**src/rtl/quan_pack_wb_if.sv**
```systemverilog
// rtl/quan_pack_wb_if.sv - byte-in / packed-word-out handshake bundle for quan_pack_wb
//
// Purpose: groups the re-quantizer byte stream and the SRAM write port.
// Signals:
//   q_in, q_valid_in, q_ready_out   serial uint8 input handshake
//   wr_valid, wr_ready              SRAM write handshake
//   wr_addr, wr_data                SRAM word address and packed word
//   wr_bmask                        lane-valid mask (QUAN_PACK_BYTE_MASK_EN only)
// Modports: master = packer side, slave = environment side.
interface quan_pack_wb_if #(
   parameter int LANES  = 8,
   parameter int ADDR_W = 16
);
   logic [7:0]         q_in;
   logic               q_valid_in;
   logic               q_ready_out;
   logic               wr_valid;
   logic               wr_ready;
   logic [ADDR_W-1:0]  wr_addr;
   logic [8*LANES-1:0] wr_data;
`ifdef QUAN_PACK_BYTE_MASK_EN
   logic [LANES-1:0]   wr_bmask;

   modport master (
      input  q_in, q_valid_in, wr_ready,
      output q_ready_out, wr_valid, wr_addr, wr_data, wr_bmask
   );
   modport slave (
      output q_in, q_valid_in, wr_ready,
      input  q_ready_out, wr_valid, wr_addr, wr_data, wr_bmask
   );
`else
   modport master (
      input  q_in, q_valid_in, wr_ready,
      output q_ready_out, wr_valid, wr_addr, wr_data
   );
   modport slave (
      output q_in, q_valid_in, wr_ready,
      input  q_ready_out, wr_valid, wr_addr, wr_data
   );
`endif
endinterface

```
**src/rtl/quan_pack_wb.sv**
```systemverilog
// rtl/quan_pack_wb.sv - packs serial uint8 results into words and writes them to SRAM
//
// Purpose: collects one byte per accepted cycle into LANES-byte little-endian
// words, buffers them in a show-ahead FIFO and drains them to the SRAM write
// port at base_addr, base_addr+1, ... One tile per start pulse.
// Ports:
//   clk, reset           clock, asynchronous active-high reset
//   start                begin a tile (IDLE only); latches base_addr, tile_len
//   base_addr, tile_len  first word address, tile byte count
//   bus (master)         byte input handshake and SRAM write port
//   busy                 state != IDLE
//   done                 one-cycle pulse at tile end
// Optional: QUAN_PACK_BYTE_MASK_EN adds bus.wr_bmask, carried through the FIFO.
module quan_pack_wb #(
   parameter int LANES      = 8,
   parameter int FIFO_DEPTH = 4,
   parameter int ADDR_W     = 16,
   parameter int LEN_W      = 16
) (
   input  logic              clk,
   input  logic              reset,
   input  logic              start,
   input  logic [ADDR_W-1:0] base_addr,
   input  logic [LEN_W-1:0]  tile_len,
   quan_pack_wb_if.master    bus,
   output logic              busy,
   output logic              done
);
   localparam int W      = 8 * LANES;
   localparam int LANE_W = (LANES > 1) ? $clog2(LANES) : 1;
   localparam int PTR_W  = $clog2(FIFO_DEPTH);

   typedef enum logic [1:0] {S_IDLE, S_RUN, S_FLUSH, S_DONE} state_t;

   state_t            state_q, state_d;
   logic [ADDR_W-1:0] base_q, base_d, pop_cnt_q, pop_cnt_d;
   logic [LEN_W-1:0]  len_q, len_d, byte_cnt_q, byte_cnt_d;
   logic [LANE_W-1:0] lane_q, lane_d;
   logic [W-1:0]      asm_q, asm_d;
   logic [W-1:0]      mem_q [FIFO_DEPTH];
   logic [W-1:0]      mem_d [FIFO_DEPTH];
   logic [PTR_W-1:0]  rd_ptr_q, rd_ptr_d, wr_ptr_q, wr_ptr_d;
   logic [PTR_W:0]    cnt_q, cnt_d;
`ifdef QUAN_PACK_BYTE_MASK_EN
   logic [LANES-1:0]  mask_q [FIFO_DEPTH];
   logic [LANES-1:0]  mask_d [FIFO_DEPTH];
   logic [LANES-1:0]  push_mask;
`endif

   logic         q_ready, accept, last_byte, push, pop;
   logic [W-1:0] push_word;

   assign q_ready   = (state_q == S_RUN) && (cnt_q < (PTR_W+1)'(FIFO_DEPTH));
   assign accept    = bus.q_valid_in && q_ready;
   assign last_byte = (byte_cnt_q == len_q - LEN_W'(1));
   // A word leaves assembly when its top lane fills or the tile runs out.
   assign push      = accept && ((lane_q == LANE_W'(LANES - 1)) || last_byte);
   assign pop       = (cnt_q != '0) && bus.wr_ready;

   // State register (with all other flops)
   always_ff @(posedge clk or posedge reset) begin
      if (reset) begin
         state_q    <= S_IDLE;
         base_q     <= '0;
         len_q      <= '0;
         byte_cnt_q <= '0;
         pop_cnt_q  <= '0;
         lane_q     <= '0;
         asm_q      <= '0;
         rd_ptr_q   <= '0;
         wr_ptr_q   <= '0;
         cnt_q      <= '0;
         for (int i = 0; i < FIFO_DEPTH; i++) begin
            mem_q[i] <= '0;
`ifdef QUAN_PACK_BYTE_MASK_EN
            mask_q[i] <= '0;
`endif
         end
      end else begin
         state_q    <= state_d;
         base_q     <= base_d;
         len_q      <= len_d;
         byte_cnt_q <= byte_cnt_d;
         pop_cnt_q  <= pop_cnt_d;
         lane_q     <= lane_d;
         asm_q      <= asm_d;
         rd_ptr_q   <= rd_ptr_d;
         wr_ptr_q   <= wr_ptr_d;
         cnt_q      <= cnt_d;
         mem_q      <= mem_d;
`ifdef QUAN_PACK_BYTE_MASK_EN
         mask_q     <= mask_d;
`endif
      end
   end

   // Next-state logic
   always_comb begin
      state_d = state_q;
      case (state_q)
         S_IDLE:  if (start) state_d = (tile_len == '0) ? S_DONE : S_RUN;
         S_RUN:   if (accept && last_byte) state_d = S_FLUSH;
         // Empty count here means the final pop already happened at the last edge.
         S_FLUSH: if (cnt_q == '0) state_d = S_DONE;
         S_DONE:  state_d = S_IDLE;
         default: state_d = S_IDLE;
      endcase
   end

   // Outputs
   always_comb begin
      busy            = (state_q != S_IDLE);
      done            = (state_q == S_DONE);
      bus.q_ready_out = q_ready;
      bus.wr_valid    = (cnt_q != '0);
      bus.wr_addr     = base_q + pop_cnt_q;
      bus.wr_data     = mem_q[rd_ptr_q];
`ifdef QUAN_PACK_BYTE_MASK_EN
      bus.wr_bmask    = mask_q[rd_ptr_q];
`endif
   end

   // Datapath: word assembly, counters, FIFO
   always_comb begin
      base_d     = base_q;
      len_d      = len_q;
      byte_cnt_d = byte_cnt_q;
      pop_cnt_d  = pop_cnt_q;
      lane_d     = lane_q;
      asm_d      = asm_q;
      rd_ptr_d   = rd_ptr_q;
      wr_ptr_d   = wr_ptr_q;
      cnt_d      = cnt_q;
      mem_d      = mem_q;
      push_word  = asm_q;
      push_word[{lane_q, 3'b000} +: 8] = bus.q_in;
`ifdef QUAN_PACK_BYTE_MASK_EN
      mask_d     = mask_q;
      for (int i = 0; i < LANES; i++) push_mask[i] = (LANE_W'(i) <= lane_q);
`endif

      if ((state_q == S_IDLE) && start) begin
         base_d     = base_addr;
         len_d      = tile_len;
         byte_cnt_d = '0;
         pop_cnt_d  = '0;
         lane_d     = '0;
         asm_d      = '0;
      end

      if (accept) begin
         byte_cnt_d = byte_cnt_q + 1'b1;
         if (push) begin
            lane_d = '0;
            asm_d  = '0;   // unfilled lanes of the next word start as zero padding
         end else begin
            lane_d = lane_q + 1'b1;
            asm_d  = push_word;
         end
      end

      if (push) begin
         mem_d[wr_ptr_q] = push_word;
`ifdef QUAN_PACK_BYTE_MASK_EN
         mask_d[wr_ptr_q] = push_mask;
`endif
         wr_ptr_d = wr_ptr_q + 1'b1;
      end

      if (pop) begin
         rd_ptr_d  = rd_ptr_q + 1'b1;
         pop_cnt_d = pop_cnt_q + 1'b1;
      end

      case ({push, pop})
         2'b10:   cnt_d = cnt_q + 1'b1;
         2'b01:   cnt_d = cnt_q - 1'b1;
         default: cnt_d = cnt_q;
      endcase
   end
endmodule

```
**src/flat_wrapper.sv**
```systemverilog
// flat-port wrapper written by rule: the top's interface ports become plain ports
module quan_pack_wb_flat 
#(
   parameter int LANES      = 8,
   parameter int FIFO_DEPTH = 4,
   parameter int ADDR_W     = 16,
   parameter int LEN_W      = 16
)
  (clk, reset, start, base_addr, tile_len, busy, done, bus_q_in, bus_q_valid_in, bus_wr_ready, bus_q_ready_out, bus_wr_valid, bus_wr_addr, bus_wr_data);
  quan_pack_wb_if #(.LANES(LANES), .ADDR_W(ADDR_W)) bus_i ();
  input  logic clk;
  input  logic reset;
  input  logic start;
  input  logic [ADDR_W-1:0] base_addr;
  input  logic [LEN_W-1:0] tile_len;
  output logic busy;
  output logic done;
  input wire logic [$bits(bus_i.q_in)-1:0] bus_q_in;
  input wire logic [$bits(bus_i.q_valid_in)-1:0] bus_q_valid_in;
  input wire logic [$bits(bus_i.wr_ready)-1:0] bus_wr_ready;
  output wire logic [$bits(bus_i.q_ready_out)-1:0] bus_q_ready_out;
  output wire logic [$bits(bus_i.wr_valid)-1:0] bus_wr_valid;
  output wire logic [$bits(bus_i.wr_addr)-1:0] bus_wr_addr;
  output wire logic [$bits(bus_i.wr_data)-1:0] bus_wr_data;
  assign bus_i.q_in = bus_q_in;
  assign bus_i.q_valid_in = bus_q_valid_in;
  assign bus_i.wr_ready = bus_wr_ready;
  assign bus_q_ready_out = bus_i.q_ready_out;
  assign bus_wr_valid = bus_i.wr_valid;
  assign bus_wr_addr = bus_i.wr_addr;
  assign bus_wr_data = bus_i.wr_data;
  quan_pack_wb #(.LANES(LANES), .FIFO_DEPTH(FIFO_DEPTH), .ADDR_W(ADDR_W), .LEN_W(LEN_W)) u_core (.clk(clk), .reset(reset), .start(start), .base_addr(base_addr), .tile_len(tile_len), .bus(bus_i), .busy(busy), .done(done));
endmodule
```
**config.mk**
```make
export PLATFORM = sky130hd
export DESIGN_NAME = quan_pack_wb_flat
export DESIGN_NICKNAME = d
export VERILOG_FILES = /design/src/rtl/quan_pack_wb_if.sv /design/src/rtl/quan_pack_wb.sv /design/src/flat_wrapper.sv
export SDC_FILE = /design/constraint.sdc
export NUM_CORES = 1
export LEC_CHECK = 0
export CAP_MARGIN = 10
export CORE_ASPECT_RATIO = 0.9
export CORE_MARGIN = 2
export CORE_UTILIZATION = 45
export CTS_CLUSTER_SIZE = 14
export DETAILED_ROUTE_END_ITERATION = 8
export SYNTH_ARGS = -nofsm -noshare
export SYNTH_HDL_FRONTEND = slang
export SYNTH_SLANG_ARGS = --single-unit
```
**constraint.sdc**
```tcl
create_clock -name clk -period 18.18 [get_ports clk]
set_clock_uncertainty 0.2 [all_clocks]
set_input_delay 3.636 -clock clk [delete_from_list [all_inputs] [get_ports clk]]
set_output_delay 3.636 -clock clk [all_outputs]
set_load 0.03 [all_outputs]
```
# [Word level (Yosys, flattened, before mapping)]
# Cells that the tools add are included.
# W data, S select, Z words.
[classes] n_lt_le_gt_ge=4 reduce_logical=17 n_mux=22 bitwise=2 add_sub_neg=10 shift=2 n_eq_ne=10
[op_table] op="$mux W64" n=6
[op_table] op="$bwmux W256" n=1
[op_table] op="$bmux W64 S2" n=1
[op_table] op="$demux W64 S2" n=1
[op_table] op="$bwmux W64" n=1
[op_table] op="$shift A8 B8 Y64 const A" n=1
[op_table] op="$shiftx A8 B8 Y64" n=1
[op_table] op="$mux W16" n=3
[op_table] op="$add A16 B1 Y16 const B" n=2
[op_table] op="$add A16 B16 Y16" n=1
[op_table] op="$eq A16 B16 Y1" n=1
[op_table] op="$logic_not A16 Y1" n=1
[op_table] op="$sub A16 B1 Y16 const B" n=1
[op_table] op="$mux W3" n=3
[op_table] op="$mux W2" n=4
[op_table] op="$neg A6 Y8" n=1
[op_table] op="$pmux W2 S4" n=1
[op_table] op="$reduce_bool A2 Y1" n=4
[op_table] op="$logic_and A1 B1 Y1" n=7
[op_table] op="$add A3 B1 Y3 const B" n=2
[op_table] op="$eq A2 B2 Y1 const B" n=3
[op_table] op="$ge A3 B3 Y1 const B" n=2
[op_table] op="$not A2 Y3" n=2
[op_table] op="$pmux W3 S2" n=1
[op_table] op="13 further kinds" n=16
[word_totals] in_bits=45 output_inout_bits=84 ff_bits=396

# [Longest topological paths before layout]
# Gate-level depths: netlist (run 1).
[logic_depth] depth_word=6 ltp_mapped=16 mapped_depth_nobuf=15

# [Worst setup path after synthesis (run 1)]
# No wires, ideal clock.
[synth_timing] kind="register to output" start="register u_core.pop_cnt_q[1]" end="output port bus_wr_addr[15]" path_stages_with_launch=9 t_arrival_ns=2.352 path_slack_ns=11.992 required_time_ns=14.344 cell_sequence="dfrtp_1 ha_1 a21o_1 a21oi_1 o21bai_1 a21oi_1 o31ai_1 nor4_1 a311oi_1"
[synth_between] elab_chain_len=1
[synth_lines] element="start, declared" line_no="quan_pack_wb.sv:36" source="logic [ADDR_W-1:0] base_q, base_d, pop_cnt_q, pop_cnt_d;"
[synth_lines] element="start signal, assigned" line_no="quan_pack_wb.sv:84" source="pop_cnt_q <= pop_cnt_d;"
[synth_lines] element="$add A16 B16 Y16" line_no="quan_pack_wb.sv:116" source="bus.wr_addr = base_q + pop_cnt_q;"
[synth_lines] element="end, declared" line_no="flat_wrapper.sv:23" source="output wire logic [$bits(bus_i.wr_addr)-1:0] bus_wr_addr;"
# Every way passes these cells.

# [Worst setup path in the final report (run 1)]
[layout_timing] start="register u_core.pop_cnt_q[0]" end="output port bus_wr_addr[14]"
# The elaborated chain is that of the path after synthesis.

==> metrics.log, run 1 <==
INFO  metric run_status = finished, final reports clean
INFO  metric final_max_slew_viol_count = 0
INFO  metric die_x = 222.5 microns
INFO  metric post_synthesis_cell_area = roughly 0.019 sq mm
INFO  metric finalNonFillerCells = 2260
INFO  metric placed_insts = 2184
INFO  metric clock_tree_from_tritoncts = built
INFO  metric place.detailed.hpwl = 27440 microns
INFO  metric synth_cells = 1563
INFO  metric num_antenna_cells = 0
INFO  metric worstSetupEndpointType = output port
INFO  metric wl_per_cell = roughly 19 microns
INFO  metric ys_seq_elements = around 400
INFO  metric net-switching-power = about 850 uW
INFO  metric drt_drc_violations_left = 0
INFO  metric timing.critical_path.from_type = flop
INFO  metric die-height = 200.6 microns
INFO  metric std_cell_rows = 72
INFO  metric finalHoldViolations = 0
INFO  metric number_of_setup_violations_in_the_final_report = 0
INFO  metric mostFrequentLayoutCell = sky130_fd_sc_hd__dfrtp_1
INFO  metric grt_usage = about 20%
INFO  metric grt-ovfl-total = 0
INFO  metric cts_resized = 0
INFO  metric detail_route.vias_per_cell = 5.552
INFO  metric ios = 129
INFO  metric place_congestion = 0.8067
INFO  metric setup_tns = 0 ps
INFO  metric timing.setup.critical_path_class = flop to output port
INFO  metric mostFrequentLayoutCells = 394 x sky130_fd_sc_hd__dfrtp_1, 288 x sky130_fd_sc_hd__mux2_2, 174 x sky130_fd_sc_hd__nand2_1
INFO  metric drtPass1Iterations = 5
INFO  metric critPathArrivalTime = 3570 ps
INFO  metric synthToLayoutAreaGrowth = 15.89%
INFO  metric total_leakage_power = between 0.01 and 0.015 uW
INFO  metric sequential_fraction_of_the_synthesis_area = ~50%
INFO  metric synthArstFlopShare = 100.0%
INFO  metric sinks_on_the_clock_net = between 300 and 400
INFO  metric initial_core_utilization = 45.27%
INFO  metric synth-edff-count = 0
INFO  metric port_buffers = 128
INFO  metric cts-root-to-sink-buffers = 3
INFO  metric cts_htree_levels = 2
INFO  metric max-cap-violations = 0
INFO  metric clockPowerShare = between 30% and 40%
INFO  metric antenna_violations_before_repair = 0
INFO  metric clk_root_buffer_cell = sky130_fd_sc_hd__clkbuf_16
INFO  metric worst_setup_hold_path_clk_slew = 60 ps
INFO  metric final_nets = approximately 1800
INFO  metric pwr_density_cell = 117.5 mW/mm^2
INFO  metric wire_length_of_the_first_global_routing_pass = 71750 microns
INFO  metric grt_start_max_net_pins = 151
INFO  metric drive_above_1_share = 26.10%
INFO  metric finalCriticalPeriod = 7410 ps
INFO  metric yosys_most_used_dff = sky130_fd_sc_hd__dfrtp_1
INFO  metric achievable-frequency = 0.1350 GHz
INFO  metric switching_share = approximately 32%
INFO  metric route.antenna.remaining_nets = 0
INFO  metric ctsHoldBuffers = 0
INFO  metric max_slew.worst_pin.slew = 1105 ps
INFO  metric mappedNetlistNets = 1645
INFO  metric seq_power_share = around 39%
INFO  metric rsz0062_at_grt = no
INFO  metric dr_total_vias = 12550
INFO  metric required = approximately 14000 ps
INFO  metric dr.first_iter.drc_count = ~740
INFO  metric cell_internal_pwr = roughly 1800 uW
INFO  metric core_region_area = between 0.04 and 0.05 sq mm
INFO  metric clk_latency = around 560 ps
INFO  metric post_synth.cell_area_avg = between 10 and 15 sq um
INFO  metric slew_headroom = 26.36%
INFO  metric wl = 43920 microns
INFO  metric hold_path_class = flop to flop
INFO  metric via_count_of_the_first_global_routing_pass = 12870
INFO  metric peakVddDrop = around 0.073 mV
INFO  metric cts_bufs_inserted = 43
INFO  metric cts_post_setup_buffers_inserted = 0
INFO  metric timing.final.crit_share = 40.76%
INFO  metric ys_types = 62
INFO  metric worstPathMaxFanout = 5
INFO  metric design.die.area = 0.04463 sq mm
INFO  metric combinationalPowerShare = 27.1%
INFO  metric ys.warnings.count = 0
per-layer routing:
layer	vias up	part of all wire [%]	track usage [%]
met5	-	0	0
met4	0	1.7	4.818
met3	57	3.2	3.147
met2	198	47	31.99
met1	6489	48	29.46
li1	5804	-	-
final timing paths:
path	start	end	slack, ps	cells past startpoint
setup / recovery	u_core.pop_cnt_q[0]	bus_wr_addr[14]	10770	11
hold / removal	u_core.asm_q[5]	u_core.asm_q[5]	270	2
setup reg to reg	u_core.len_q[0]	u_core.mem_q[113]	13240	10
hold reg to reg	u_core.asm_q[5]	u_core.asm_q[5]	270	2
max in group asynchronous	reset	u_core.mem_q[149]	12170	4
min in group asynchronous	reset	u_core.len_q[6]	3450	2
flip-flops by register name (all words and copies together), names as in the netlist:
signal / flops
u_core.state_q: 2
u_core.base_q: 16
u_core.pop_cnt_q: 16
u_core.wr_ptr_q: 2
u_core.rd_ptr_q: 2
u_core.mem_q: 256
u_core.len_q: 16
u_core.asm_q: 64
u_core.byte_cnt_q: 16
u_core.lane_q: 3
u_core.cnt_q: 3
stage by stage:
| stage | util (%) | setup WS, ps | instance area [sq um] | hold slack [ps] | power (uW) |
|---|---|---|---|---|---|
| floorplan | - | 3333 | 19330 | 244.4 | 1544 |
| global placement | 49.09 | 10790 | 20960 | 256.2 | 1747 |
| detailed placement | 49.09 | 10750 | 20960 | 264.5 | 1758 |
| CTS | 52.46 | 10720 | 22400 | 278.1 | 2664 |
| global route | 52.46 | 10520 | 22400 | 302.2 | 2774 |
| finish | 52.46 | 10770 | 22400 | 274.9 | 2633 |
power groups by stage:
stage	Clock (uW)	Combinational [uW]	Sequential, uW
2_1_floorplan	0	542	1000
3_3_place_gp	0	709	1040
3_5_place_dp	0	719	1040
4_1_cts	918	721	1020
5_1_grt	955	784	1040
6_report	896	713	1020
kinds of logic (layout without fill, tap and decap cells):
logic type / count (synthesis) / after routing / share of synthesized area (%)
DFF: 396 / 396 / 51.27
muxes: 377 / 377 / 25.66
and+or+nand+nor: 315 / 315 / 7.735
AOI/OAI and AO/OA: 230 / 230 / 6.894
buffers and inverters: 172 / 314 / 4.343
adders and majority gates: 37 / 37 / 2.473
xor gates and xnor gates: 36 / 36 / 1.631
cells in the mapped netlist (3+ instances only):
cell | instances | share of area (%)
sky130_fd_sc_hd__nor4_1 | 8 | 0.26
sky130_fd_sc_hd__buf_1 | 11 | 0.21
sky130_fd_sc_hd__o21ai_0 | 159 | 4.1
sky130_fd_sc_hd__ha_1 | 35 | 2.3
sky130_fd_sc_hd__nor2_1 | 27 | 0.52
sky130_fd_sc_hd__xor2_1 | 13 | 0.59
sky130_fd_sc_hd__a31oi_1 | 7 | 0.23
sky130_fd_sc_hd__a21oi_1 | 19 | 0.49
sky130_fd_sc_hd__o21bai_1 | 3 | 0.12
sky130_fd_sc_hd__nand2b_1 | 4 | 0.13
sky130_fd_sc_hd__nor2b_1 | 4 | 0.13
sky130_fd_sc_hd__nand3b_1 | 3 | 0.12
sky130_fd_sc_hd__a21o_1 | 3 | 0.12
sky130_fd_sc_hd__nor4b_1 | 6 | 0.27
sky130_fd_sc_hd__mux2_1 | 20 | 1.2
sky130_fd_sc_hd__mux2_2 | 288 | 17
sky130_fd_sc_hd__nand4_1 | 13 | 0.42
sky130_fd_sc_hd__inv_1 | 98 | 1.9
sky130_fd_sc_hd__nand2_1 | 174 | 3.4
sky130_fd_sc_hd__mux4_2 | 64 | 7.5
sky130_fd_sc_hd__and3_1 | 14 | 0.45
sky130_fd_sc_hd__mux2i_1 | 5 | 0.26
sky130_fd_sc_hd__clkbuf_2 | 3 | 0.078
sky130_fd_sc_hd__clkbuf_1 | 32 | 0.62
sky130_fd_sc_hd__o31ai_1 | 3 | 0.12
sky130_fd_sc_hd__dfrtp_1 | 396 | 51
sky130_fd_sc_hd__o2111ai_1 | 7 | 0.32
sky130_fd_sc_hd__buf_6 | 24 | 1.4
sky130_fd_sc_hd__xnor2_1 | 23 | 1.0
sky130_fd_sc_hd__or3_1 | 5 | 0.16
sky130_fd_sc_hd__o21a_1 | 4 | 0.16
sky130_fd_sc_hd__o211ai_1 | 3 | 0.12
sky130_fd_sc_hd__nor3_1 | 13 | 0.34
sky130_fd_sc_hd__nor3b_1 | 3 | 0.12
sky130_fd_sc_hd__o21ai_4 | 4 | 0.34
sky130_fd_sc_hd__nand3_1 | 28 | 0.72
critical path, cell delays in order, from the launching register on:
cell and delay, ps:
sky130_fd_sc_hd__dfrtp_1 410, sky130_fd_sc_hd__ha_1 190, sky130_fd_sc_hd__inv_1 60, sky130_fd_sc_hd__fa_1 410
sky130_fd_sc_hd__nor2b_1 140, sky130_fd_sc_hd__o21a_1 150, sky130_fd_sc_hd__o21ai_0 120, sky130_fd_sc_hd__a21oi_1 260
sky130_fd_sc_hd__o2111ai_1 190, sky130_fd_sc_hd__a211o_1 290, sky130_fd_sc_hd__o2111ai_1 100, sky130_fd_sc_hd__clkdlybuf4s50_1 710
layout make-up:
cell class / instances / area [sq um]
Sequential cell: 396 / 9915
Clock inverter: 13 / 167.7
Inverter: 98 / 375.4
Fill cell: 3735 / 20300
Tap cell: 555 / 694.4
Clock buffer: 63 / 1274
Timing Repair Buffer: 140 / 1384
Multi-Input combinational cell: 995 / 8592
No activity file was read; power rests on OpenSTA's default activity.
==> run 2, diff against run 1 <==
PLACE_DENSITY = 0.66   (was default)
clock period = 6.8 ns   (was 18.18 ns; I/O delays follow)
==> run 2 against run 1 <==
Flip-flop and latch count unchanged. Final cell count grew 0.40%. Die area unchanged. Critical endpoint unchanged. Highest routed layer is now met5.
==> metrics.log, run 2 (synthesis results as in run 1) <==
INFO  metric run_status = finished, final reports clean (unchanged)
INFO  metric peakVddDrop = 0.2259 mV (was 0.07318 mV)
INFO  metric worst_setup_hold_path_clk_slew = 60 ps (about the same)
INFO  metric rr_startpoint = u_core.len_q[0] (unchanged)
INFO  metric ctsHoldBuffers = 0 (unchanged)
INFO  metric dr.first_iter.drc_count = 703 (was 742)
INFO  metric biggestRegsByFlops = u_core.mem_q: 256 flops, u_core.asm_q: 64 flops (unchanged)
INFO  metric drt_drc_violations_left = 0 (unchanged)
INFO  metric critPathArrivalTime = 3510 ps (was 3570 ps)
INFO  metric ios = 129 (unchanged)
INFO  metric place.detailed.hpwl = 28600 microns (was 27440 microns)
INFO  metric grt_start_max_net_pins = 102 (was 151)
INFO  metric wire_length_of_the_first_global_routing_pass = 72370 microns (was 71750 microns)
INFO  metric drive_above_1_share = 26.55% (was 26.10%)
INFO  metric sinks_on_the_clock_net = 396 (unchanged)
INFO  metric total_leakage_power = 0.01009 uW (was 0.01004 uW)
INFO  metric finalHoldViolations = 0 (unchanged)
INFO  metric grt_usage = 20.25% (was 20.22%)
INFO  metric detail_route.vias_per_cell = 5.554 (was 5.552)
INFO  metric setup.reg_to_reg.worst_slack = 2200 ps (was 13240 ps)
INFO  metric wl_per_cell = 19.60 microns (was 19.43 microns)
INFO  metric antenna_violations_before_repair = 1 (was 0)
INFO  metric cts-root-to-sink-buffers = 3 (unchanged)
INFO  metric hold_start = u_core.asm_q[7] (was u_core.asm_q[5])
INFO  metric num_antenna_cells = 0 (unchanged)
INFO  metric cts_post_setup_buffers_inserted = 0 (unchanged)
INFO  metric mostFrequentLayoutCell = sky130_fd_sc_hd__dfrtp_1 (unchanged)
INFO  metric cts_resized = 0 (unchanged)
INFO  metric fillerInstances = 3671 (was 3735)
INFO  metric net-switching-power = 2333 uW (was 854.8 uW)
INFO  metric finalNonFillerCells = 2269 (was 2260)
INFO  metric hold-path-endpoint = u_core.asm_q[7] (was u_core.asm_q[5])
INFO  metric required = 5240 ps (was 14340 ps)
INFO  metric seq_power_share = 39.9% (was 38.9%)
INFO  metric achievable-frequency = 0.1971 GHz
INFO  metric regToRegEndpoint = u_core.mem_q[22] (was u_core.mem_q[113])
INFO  metric finalCriticalPeriod = 5073 ps
INFO  metric route.antenna.remaining_nets = 0 (unchanged)
INFO  metric die-height = 200.6 microns (unchanged)
INFO  metric dr_total_vias = 12600 (was 12550)
INFO  metric place_congestion = 0.8062 (was 0.8067)
INFO  metric cts_bufs_inserted = 43 (unchanged)
INFO  metric max-cap-violations = 0 (unchanged)
INFO  metric final_nets = 1762 (was 1756)
INFO  metric worst_hold_path_cells = 2 (unchanged)
INFO  metric hold_path_class = flop to flop (unchanged)
INFO  metric slew_headroom = 15.98% (was 26.36%)
INFO  metric port_buffers = 128 (unchanged)
INFO  metric cts_htree_levels = 2 (unchanged)
INFO  metric cell_internal_pwr = 4739 uW (was 1778 uW)
INFO  metric std_cell_rows = 72 (unchanged)
INFO  metric initial_core_utilization = 45.27% (unchanged)
INFO  metric clockPowerShare = 34.1% (was 34.0%)
INFO  metric design.die.area = 0.04463 sq mm (unchanged)
INFO  metric wl = 44460 microns (was 43920 microns)
INFO  metric via_count_of_the_first_global_routing_pass = 13110 (was 12870)
INFO  metric final-seq-area = 0.009915 sq mm (unchanged)
INFO  metric synthToLayoutAreaGrowth = 16.43% (was 15.89%)
INFO  metric timing.critical_path.from_type = flop (unchanged)
INFO  metric worst-r2r-cell-count = 10 (unchanged)
INFO  metric largest-register = u_core.mem_q (unchanged)
INFO  metric pwr_density_cell = 314.2 mW/mm^2 (was 117.5 mW/mm^2)
INFO  metric clk_root_buffer_cell = sky130_fd_sc_hd__clkbuf_16 (unchanged)
INFO  metric switching_share = 32.99% (was 32.47%)
INFO  metric die_x = 222.5 microns (unchanged)
INFO  metric combinationalPowerShare = 26.0% (was 27.1%)
INFO  metric worstSetupEndpointType = output port (unchanged)
INFO  metric max_slew.worst_pin.slew = 1260 ps (was 1105 ps)
INFO  metric placed_insts = 2190 (was 2184)
INFO  metric mostFrequentLayoutCells = 394 x sky130_fd_sc_hd__dfrtp_1, 288 x sky130_fd_sc_hd__mux2_2, 174 x sky130_fd_sc_hd__nand2_1 (unchanged)
INFO  metric number_of_setup_violations_in_the_final_report = 0 (unchanged)
INFO  metric timing.final.crit_share = 74.60%
INFO  metric core_region_area = 0.04270 sq mm (unchanged)
INFO  metric rsz0062_at_grt = no (unchanged)
INFO  metric largest_reg_flops = 256 (unchanged)
INFO  metric grt-ovfl-total = 0 (unchanged)
INFO  metric drtPass1Iterations = 5 (unchanged)
INFO  metric final_max_slew_viol_count = 0 (unchanged)
INFO  metric worstPathMaxFanout = 5 (unchanged)
INFO  metric clk_latency = 580 ps (was 560 ps)
INFO  metric total_power = 7072 uW (was 2633 uW)
INFO  metric timing.setup.critical_path_class = flop to output port (unchanged)
INFO  metric clock_tree_from_tritoncts = built (unchanged)
INFO  metric area_of_the_multi_input_gates = 0.008592 sq mm (unchanged)
[run 2: power groups by stage]
| stage | sequential, uW | clock (uW) | combinational (uW) |
|---|---|---|---|
| 2_1_floorplan | 2680 | 0 | 1450 |
| 3_3_place_gp | 2860 | 0 | 1810 |
| 3_5_place_dp | 2860 | 0 | 1850 |
| 4_1_cts | 2830 | 2470 | 1850 |
| 5_1_grt | 2860 | 2580 | 2000 |
| 6_report | 2820 | 2410 | 1840 |
[run 2: layout make-up]
type / count / share of cell area [%]
Sequential cell: 396 / 44.05
Clock buffer: 64 / 5.665
Clock inverter: 15 / 0.8561
Timing Repair Buffer: 146 / 6.515
Multi-Input combinational cell: 995 / 38.18
Inverter: 98 / 1.651
Tap cell: 555 / 3.085
[run 2: through the flow]
stage | setup WS [ps] | cell area (sq um) | hold WS, ps | TNS [ps] | utilization [%]
floorplan | -89.82 | 19330 | 244.4 | -35570 | -
global placement | 2252 | 21040 | 255.6 | 0 | 49.27
detailed placement | 2214 | 21040 | 265.2 | 0 | 49.27
CTS | 1706 | 22510 | 279.0 | 0 | 52.71
global route | 1517 | 22510 | 297.5 | 0 | 52.71
finish | 1727 | 22510 | 273.8 | 0 | 52.71
[run 2: worst max-delay path by stage]
stage | startpoint | to | slack (ps) | depth (start not counted)
floorplan | reset | u_core.asm_q[0] | -90 | 1
global placement | bus_q_valid_in | u_core.mem_q[208] | 2250 | 7
detailed placement | bus_q_valid_in | u_core.mem_q[235] | 2210 | 7
CTS | u_core.pop_cnt_q[0] | bus_wr_addr[14] | 1710 | 11
global route | u_core.pop_cnt_q[0] | bus_wr_addr[14] | 1520 | 11
finish | u_core.pop_cnt_q[0] | bus_wr_addr[14] | 1730 | 11
[run 2: worst max-delay path, cell delays in order (launching register included)]
cell                              delay, ps
sky130_fd_sc_hd__dfrtp_1                410
sky130_fd_sc_hd__ha_1                   210
sky130_fd_sc_hd__inv_1                   60
sky130_fd_sc_hd__fa_1                   390
sky130_fd_sc_hd__nor2b_1                130
sky130_fd_sc_hd__o21a_1                 140
sky130_fd_sc_hd__o21ai_0                100
sky130_fd_sc_hd__a21oi_1                250
sky130_fd_sc_hd__o2111ai_1              180
sky130_fd_sc_hd__a211o_1                290
sky130_fd_sc_hd__o2111ai_1               80
sky130_fd_sc_hd__clkdlybuf4s50_1        700
[run 2: layer usage]
metal,global-route usage (%),wire [microns]
met4,5.010,886
met1,28.60,21010
met3,3.367,1481
met5,0,12
met2,32.80,21070
==> run 3, diff against run 2 <==
clock period = 4.38 ns   (was 6.8 ns; I/O delays follow)
==> run 3 against run 2 <==
Die area unchanged. Sequential share of layout area decreased by 0.30 points. Flip-flop and latch count unchanged. Clock power increased by 54%. Critical path depth decreased by 1. Largest cell class unchanged. Critical endpoint is now bus_wr_addr[6].
==> metrics.log, run 3 (synthesis results as in run 1) <==
INFO  metric via_count_of_the_first_global_routing_pass = 13170 (was 13110)
INFO  metric ctsHoldBuffers = 0 (unchanged)
INFO  metric max_slew.worst_pin.slew = 1143 ps (was 1260 ps)
INFO  metric mostFrequentLayoutCell = sky130_fd_sc_hd__dfrtp_1 (unchanged)
INFO  metric place_congestion = 0.8309 (was 0.8062)
INFO  metric timing.setup.critical_path_class = flop to output port (unchanged)
INFO  metric rr_startpoint = u_core.len_q[0] (unchanged)
INFO  metric final_nets = 1770 (was 1762)
INFO  metric antenna_violations_before_repair = 1 (unchanged)
INFO  metric hold_start = u_core.asm_q[32] (was u_core.asm_q[7])
INFO  metric hold_path_class = flop to flop (unchanged)
INFO  metric die_x = 222.5 microns (unchanged)
INFO  metric drive_above_1_share = 26.97% (was 26.55%)
INFO  metric worst-r2r-cell-count = 15 (was 10)
INFO  metric dr_total_vias = 12660 (was 12600)
INFO  metric number_of_setup_violations_in_the_final_report = 0 (unchanged)
INFO  metric wire_length_of_the_first_global_routing_pass = 72510 microns (was 72370 microns)
INFO  metric combinationalPowerShare = 27.7% (was 26.0%)
INFO  metric cts_bufs_inserted = 44 (was 43)
INFO  metric grt_usage = 20.21% (was 20.25%)
INFO  metric wl = 44250 microns (was 44460 microns)
INFO  metric sinks_on_the_clock_net = 396 (unchanged)
INFO  metric detail_route.vias_per_cell = 5.571 (was 5.554)
INFO  metric drtPass1Iterations = 5 (unchanged)
INFO  metric largest_reg_flops = 256 (unchanged)
INFO  metric finalCriticalPeriod = 4157 ps
INFO  metric initial_core_utilization = 45.27% (unchanged)
INFO  metric ios = 129 (unchanged)
INFO  metric peakVddDrop = 0.2832 mV (was 0.2259 mV)
INFO  metric grt-ovfl-total = 0 (unchanged)
INFO  metric setup.reg_to_reg.worst_slack = 440 ps (was 2200 ps)
INFO  metric mostFrequentLayoutCells = 394 x sky130_fd_sc_hd__dfrtp_1, 288 x sky130_fd_sc_hd__mux2_2, 174 x sky130_fd_sc_hd__nand2_1 (unchanged)
INFO  metric critPathArrivalTime = 3080 ps (was 3510 ps)
INFO  metric cell_internal_pwr = 7390 uW (was 4739 uW)
INFO  metric clk_latency = 580 ps (about the same)
INFO  metric die-height = 200.6 microns (unchanged)
INFO  metric worstSetupEndpointType = output port (unchanged)
INFO  metric area_of_the_multi_input_gates = 0.008597 sq mm (was 0.008592 sq mm)
INFO  metric clock_tree_from_tritoncts = built (unchanged)
INFO  metric clk_root_buffer_cell = sky130_fd_sc_hd__clkbuf_16 (unchanged)
INFO  metric worst_hold_path_cells = 2 (unchanged)
INFO  metric core_region_area = 0.04270 sq mm (unchanged)
INFO  metric achievable-frequency = 0.2406 GHz
INFO  metric clockPowerShare = 33.7% (was 34.1%)
INFO  metric net-switching-power = 3628 uW (was 2333 uW)
INFO  metric fin_worst_hold_slack = 271.8 ps (was 273.8 ps)
INFO  metric regToRegEndpoint = u_core.cnt_q[2] (was u_core.mem_q[22])
INFO  metric timing.critical_path.from_type = flop (unchanged)
INFO  metric finalHoldViolations = 0 (unchanged)
INFO  metric total_leakage_power = 0.01019 uW (was 0.01009 uW)
INFO  metric switching_share = 32.92% (was 32.99%)
INFO  metric seq_power_share = 38.6% (was 39.9%)
INFO  metric final_max_slew_viol_count = 0 (unchanged)
INFO  metric run_status = finished, final reports clean (unchanged)
INFO  metric wl_per_cell = 19.48 microns (was 19.60 microns)
INFO  metric largest-register = u_core.mem_q (unchanged)
INFO  metric fillerInstances = 3642 (was 3671)
INFO  metric finalCoreUtilization = 53.06% (was 52.71%)
INFO  metric design.die.area = 0.04463 sq mm (unchanged)
INFO  metric cts_htree_levels = 2 (unchanged)
INFO  metric grt_start_max_net_pins = 102 (unchanged)
INFO  metric place.detailed.hpwl = 28240 microns (was 28600 microns)
INFO  metric slew_headroom = 23.29% (was 15.98%)
INFO  metric biggestRegsByFlops = u_core.mem_q: 256 flops, u_core.asm_q: 64 flops (unchanged)
INFO  metric route.antenna.remaining_nets = 0 (unchanged)
INFO  metric cts-root-to-sink-buffers = 3 (unchanged)
INFO  metric std_cell_rows = 72 (unchanged)
INFO  metric pwr_density_cell = 486.2 mW/mm^2 (was 314.2 mW/mm^2)
INFO  metric dr.first_iter.drc_count = 758 (was 703)
INFO  metric worstPathMaxFanout = 5 (unchanged)
INFO  metric max-cap-violations = 0 (unchanged)
INFO  metric num_antenna_cells = 0 (unchanged)
INFO  metric timing.final.crit_share = a little over nine tenths
INFO  metric worst_setup_hold_path_clk_slew = 60 ps (about the same)
INFO  metric drt_drc_violations_left = 0 (unchanged)
INFO  metric required = 3300 ps (was 5240 ps)
INFO  metric final-seq-area = 0.009915 sq mm (unchanged)
INFO  metric port_buffers = 128 (unchanged)
INFO  metric synthToLayoutAreaGrowth = 17.22% (was 16.43%)
INFO  metric hold-path-endpoint = u_core.asm_q[32] (was u_core.asm_q[7])
run 3: area by class of cell:
| cell class | count | area share [%] |
|---|---|---|
| sequential | 396 | 43.75 |
| clock inverter | 13 | 0.7951 |
| timing repair buffer | 153 | 7.206 |
| inverter | 98 | 1.640 |
| tap | 555 | 3.065 |
| multi-input combinational | 995 | 37.94 |
| clock buffer | 62 | 5.599 |
run 3: worst max path at each step:
stage / start / endpoint / slack (ps) / cells past startpoint
CTS: u_core.pop_cnt_q[1] / bus_wr_addr[9] / 30 / 9
global route: u_core.pop_cnt_q[1] / bus_wr_addr[15] / -4 / 9
floorplan: reset / u_core.asm_q[0] / -2030 / 1
finish: u_core.pop_cnt_q[0] / bus_wr_addr[6] / 220 / 10
detailed placement: u_core.pop_cnt_q[0] / bus_wr_addr[14] / 400 / 11
global placement: u_core.pop_cnt_q[0] / bus_wr_addr[14] / 450 / 11
run 3: routing by layer:
| metal | GRT usage [%] | wire length, microns |
|---|---|---|
| met2 | 32.62 | 20950 |
| met5 | 0 | 7 |
| met3 | 3.806 | 1940 |
| met1 | 28.10 | 20300 |
| met4 | 5.657 | 1045 |
run 3: power by group through the flow:
stage	sequential [uW]	combinational [uW]	clock [uW]
floorplan	4160	2250	0
global placement	4300	3010	0
detailed placement	4320	3090	0
CTS	4250	3080	3810
global route	4300	3320	3970
finish	4250	3050	3710
run 3: timing repair:
item / CTS / global route
setup endpoints to repair: 6 / 7
buffers inserted: 0 / 0
resized for setup: 6 / 10
pin swaps: 0 / 0
run 3: metrics by stage:
stage	setup TNS [ps]	total power [uW]	cell area (sq um)	worst slack (ps)	std cells
after global placement	0	7317	21220	447.4	2197
after floorplan	-802220	6408	19330	-2026	1563
after global routing	-4.319	11590	22660	-4.319	2272
after detailed placement	0	7402	21220	395.8	2197
after CTS	0	11140	22660	31.04	2272
final	0	11020	22660	223.4	2272
run 3: worst max-delay path, stage by stage (launching register included):
cell and delay, ps:
sky130_fd_sc_hd__dfrtp_1 420, sky130_fd_sc_hd__ha_1 230, sky130_fd_sc_hd__inv_1 70, sky130_fd_sc_hd__fa_1 200, sky130_fd_sc_hd__nor2b_1 60, sky130_fd_sc_hd__o21a_1 170
sky130_fd_sc_hd__o21ai_0 240, sky130_fd_sc_hd__nand2_1 90, sky130_fd_sc_hd__a21oi_1 190, sky130_fd_sc_hd__xnor2_1 150, sky130_fd_sc_hd__clkdlybuf4s50_1 700
